--- src/rtl/t_ff_count_ctrl.sv ---
// t_ff_count_ctrl: sequences a bank of toggle flip-flops to count up or down
// between 0 and a programmable limit, with clear, preload and auto-reload.
module t_ff_count_ctrl #(
  parameter int WIDTH = 4
) (
  input  logic             clk,
  input  logic             rstn,
  input  logic             start,
  input  logic             stop,
  input  logic             dir,
  input  logic             auto_reload,
  input  logic [WIDTH-1:0] limit,
  input  logic             tick,
  input  logic [WIDTH-1:0] q_in,
  output logic [WIDTH-1:0] t_out,
  output logic             bank_rstn,
  output logic             busy,
  output logic             done,
  output logic             wrap
);
  localparam logic [1:0] S_IDLE    = 2'd0;
  localparam logic [1:0] S_CLEAR   = 2'd1;
  localparam logic [1:0] S_PRELOAD = 2'd2;
  localparam logic [1:0] S_RUN     = 2'd3;
  logic [1:0]       r_state;
  logic [1:0]       w_next;
  logic [WIDTH-1:0] r_lim;
  logic             r_dir;
  logic             r_ar;
  logic             r_done;
  logic             r_wrap;
  logic [WIDTH-1:0] w_cnt_t;
  logic [WIDTH-1:0] w_term;
  logic [WIDTH-1:0] w_reload;
  logic             w_hit;
  logic             w_fire;
  logic             w_end;
  logic             w_run;
  // A bit toggles when every lower bit is 1 (up) or 0 (down)
  always_comb begin
    w_cnt_t = '0;
    w_run   = 1'b1;
    for (int i = 0; i < WIDTH; i++) begin
      w_cnt_t[i] = w_run;
      w_run      = w_run & (r_dir ? ~q_in[i] : q_in[i]);
    end
  end
  assign w_term   = r_dir ? '0 : r_lim;
  assign w_reload = r_dir ? r_lim : '0;
  assign w_hit    = (q_in == w_term);
  assign w_fire   = (r_state == S_IDLE) && start && !stop;
  assign w_end    = (r_state == S_RUN) && tick && w_hit && !stop;
  always_comb begin
    t_out = '0;
    if (!stop)
      t_out = (r_state == S_PRELOAD) ? (q_in ^ r_lim) :
              (r_state == S_RUN && tick) ? (w_hit ? (r_ar ? (q_in ^ w_reload) : '0) : w_cnt_t) :
              '0;
  end
  always_comb begin
    w_next = S_IDLE;
    if (r_state != S_IDLE && stop)
      w_next = S_IDLE;
    else
      w_next = (r_state == S_IDLE)    ? (w_fire ? S_CLEAR : S_IDLE) :
               (r_state == S_CLEAR)   ? (r_dir ? S_PRELOAD : S_RUN) :
               (r_state == S_PRELOAD) ? S_RUN :
               (w_end && !r_ar)       ? S_IDLE : S_RUN;
  end
  always_ff @(posedge clk or negedge rstn) begin
    if (!rstn) begin
      r_state <= S_IDLE;
      r_lim   <= '0;
      r_dir   <= 1'b0;
      r_ar    <= 1'b0;
      r_done  <= 1'b0;
      r_wrap  <= 1'b0;
    end else begin
      r_state <= w_next;
      r_done  <= w_end & ~r_ar;
      r_wrap  <= w_end & r_ar;
      if (w_fire) begin
        r_lim <= limit;
        r_dir <= dir;
        r_ar  <= auto_reload;
      end
    end
  end
  assign bank_rstn = rstn && (r_state != S_CLEAR);
  assign busy      = (r_state != S_IDLE);
  assign done      = r_done;
  assign wrap      = r_wrap;
endmodule

--- config.mk ---
export PLATFORM = sky130hd
export DESIGN_NAME = t_ff_count_ctrl
export DESIGN_NICKNAME = d
export VERILOG_FILES = /design/src/rtl/t_ff_count_ctrl.sv
export SDC_FILE = /design/constraint.sdc
export NUM_CORES = 1
export LEC_CHECK = 0
export BUFFER_PORTS_ARGS = -buffer_cell sky130_fd_sc_hd__buf_2
export CORE_MARGIN = 10
export CORE_UTILIZATION = 55
export CTS_CLUSTER_DIAMETER = 100
export DETAILED_ROUTE_END_ITERATION = 12
export GPL_ROUTABILITY_DRIVEN = 1
export MAX_ROUTING_LAYER = met4
export PLACE_DENSITY = 0.86
export SLEW_MARGIN = 20
export SYNTH_ARGS = -nofsm -noshare
export SYNTH_HDL_FRONTEND = slang
export SYNTH_SLANG_ARGS = --single-unit
--- constraint.sdc ---
create_clock -name clk -period 4.39 [get_ports clk]
set_input_delay 0.439 -clock clk [delete_from_list [all_inputs] [get_ports clk]]
set_output_delay 0.439 -clock clk [all_outputs]
set_load 0.05 [all_outputs]
==> impl_metrics.yaml <==
floorplan:
  core-area_um2: 1510
  rows: 14
  dieWidth_um: 59.8
  die_h_um: 59.8
  die_area_um2: 3570
  num_io_pins: 23
  initial_core_util: 0.577
logic_synthesis:
  avgSynthCellArea_um2: 10.1
  synth_nets: 101
  synth.area.top_cells: "dfrtp_1 (29%), mux2_2 (6.5%), buf_6 (5.2%), nand3b_1 (4.3%), o221ai_1 (4.0%)"
  ys_types: 34
  synth-seq-cells: 10
  yosys.area.top_type: "dfrtp_1"
  synth_top_area_frac: 0.288
  yosysSeqAreaShare: 0.288
  synthCells: 86
  yosys_warnings: 0
  syn_area_um2: 870
power_and_ir_drop:
  p_leak_nw: 0.422
  p_comb_frac: 0.412
  internal-power_uw: 248
  p_seq_frac: 0.396
  cellPowerDensity_nw_per_um2: 437
  power_switching_uw: 185
  clkPwrFrac: 0.192
  swShare: 0.427
  peakVddDrop_mv: 0.340
critical_path:
  critPathMaxFanout: 21
  worst-r2r-setup-slack_ns: 2.71
  crit_type: "flip-flop to output pin"
  start_kind: "flip-flop"
  endpoint_kind: "output pin"
  required_ns: 3.95
  r2r_start: "r_dir"
  reg2reg_to: "r_state[0]"
  arrival_ns: 2.17
  reg2reg_depth: 4
final_layout:
  final_cells: 124
  multiInputGateArea_um2: 567
  ff_latch_area_um2: 250
  fill_cells: 136
  fin_area_um2: 991
  drive_above_1_share: 0.398
  syn_to_final_growth_pct: 14.0
  fin_util: 0.658
  diodes: 0
  finalNetCount: 124
detailed_routing:
  drtIter0Drc: 24
  num_vias: 788
  ant_nets: 0
  routed_wl_um: 2020
  first_pass_iters: 4
  wl_per_cell_um: 16.3
  viasPerCell: 6.35
  route.detailed.drc: 0
sta:
  tns_ns: 0
  fin_skew_ns: 0.00218
  max_freq_ghz: 0.384
  max_slew_margin: 0.626
  worst_pin_slew_ns: 0.561
  drv_slew: 0
  grt_setup_unrepaired: "false"
  setup_violations: 0
  fin_crit_ns: 2.60
  min_period_over_period: 0.593
  hold_viol_final: 0
clocking:
  cts-htree-levels: 1
  post-cts-setup-buffer-count: 0
  clk_pin_slew_ns: 0.07
  cts_buffer_depth: 2
  cts_resized: 0
  ctsHoldBuffers: 0
  tritoncts: "done"
  clkSinkCount: 10
  cts_root_buf: "clkbuf_4"
  clk_latency_ns: 0.27
  numCtsBuffers: 3
global_route:
  grt_max_degree: 22
  grt_usage: 0.119
  grt_pass1_wl_um: 3370
  grt_pass1_vias: 765
  globalRouteOverflowTotal: 0
  antenna_found_initial: 0
placed_design:
  post_dp_cell_area_um2: 955
  portBuffers: 22
  place_congestion: 0.922
  place_inst: 120
  hpwl_um: 1600
hold_path:
  hold_class: "primary input to asynchronous set/reset pin"
outcome:
  status: "completed"
run:
  cap_violations: 0
synth_stat cells:
library cell  number
o21a_1             1
inv_1              2
nand4b_1           1
a21boi_0           2
nor3b_1            2
nor3_4             1
mux2_2             5
o22a_4             1
xnor2_1            1
and3b_1            1
nand2b_1           1
a22o_1             1
a21bo_2            3
o21ai_0            4
o21ba_2            1
nand2_1            7
and3_1             1
dfrtp_1           10
o221a_2            1
nand3b_1           5
nor3b_2            1
o21ai_1            1
a211oi_1           3
nor2_1             7
nand4bb_1          2
or2_1              1
o22ai_2            2
nor3b_4            1
o221ai_1           4
buf_6              4
nor4b_1            1
xor2_1             4
o211ai_1           3
o311ai_2           1
metal layers:
metal  GRT usage  routed length (um)
met3      0.0530                 185
met2       0.194                 983
met4      0.0385                  19
met5           -                   0
met1       0.126                 834
logic make-up after synthesis:
kind of cell	after synthesis	synth area share
AOI/OAI and AO/OA	28	0.283
xor gates and xnor gates	5	0.0504
buffers and inverters	6	0.0604
DFF	10	0.288
muxes	5	0.0647
and+or+nand+nor	32	0.253
cells in the final DEF, fill, tap and decap left out:
master / instances
buf_2: 22
dfrtp_1: 10
nor2_1: 7
nand2_1: 7
nand3b_1: 5
mux2_2: 5
xor2_1: 4
o21ai_0: 4
o221ai_1: 4
o211ai_1: 3
a21bo_2: 3
a211oi_1: 3
clkbuf_4: 3
nand4bb_1: 2
o22ai_2: 2
nor3b_1: 2
inv_1: 2
a21boi_0: 2
o21a_1: 1
o21ba_2: 1
nor3_4: 1
nand4b_1: 1
o221a_2: 1
nand2b_1: 1
o21ai_1: 1
o22a_4: 1
xnor2_1: 1
o311ai_2: 1
and3b_1: 1
a22o_1: 1
and3_1: 1
or2_1: 1
nor3b_2: 1
nor4b_1: 1
nor3b_4: 1
clkbuf_8: 1
power groups by stage:
| stage | combinational (mW) | sequential, mW | clock (mW) |
|---|---|---|---|
| after CTS | 0.179 | 0.171 | 0.0862 |
| after detailed placement | 0.179 | 0.172 | 0 |
| final | 0.178 | 0.172 | 0.0833 |
| after global placement | 0.173 | 0.168 | 0 |
| after global routing | 0.194 | 0.177 | 0.0924 |
| after floorplan | 0.174 | 0.147 | 0 |
sequential cells by signal, indices dropped and copies added, names as in the netlist:
signal   flops
r_lim        4
wrap         1
r_state      2
r_dir        1
r_ar         1
done         1
critical path, stage by stage, from the launching register on:
cell and delay, ns:
dfrtp_1 0.70, nand4bb_1 0.23, o22ai_2 0.14, o22a_4 0.27, o311ai_2 0.26, buf_2 0.30
area by class of cell:
type | count | share of cell area
Clock buffer | 4 | 0.0366
Sequential cell | 10 | 0.253
Timing Repair Buffer | 22 | 0.111
Multi-Input combinational cell | 70 | 0.572
Tap cell | 16 | 0.0202
Inverter | 2 | 0.00758
metrics by stage:
stage | hold WS (ns) | setup slack (ns) | power, mW
global placement | 0.311 | 2.14 | 0.340
detailed placement | 0.319 | 2.08 | 0.351
finish | 0.0266 | 1.79 | 0.433
global route | 0.0160 | 1.62 | 0.463
CTS | 0.0248 | 1.77 | 0.436
floorplan | 0.143 | 2.09 | 0.321
worst max path at each step:
stage / start / end / slack [ns] / depth (start not counted)
finish: r_dir / t_out[1] / 1.79 / 5
global route: r_dir / t_out[1] / 1.62 / 5
CTS: r_dir / t_out[1] / 1.77 / 5
detailed placement: r_dir / t_out[1] / 2.08 / 5
global placement: stop / t_out[1] / 2.14 / 6
floorplan: q_in[0] / t_out[1] / 2.09 / 5
Note: power is estimated with default switching activity, not from simulation.
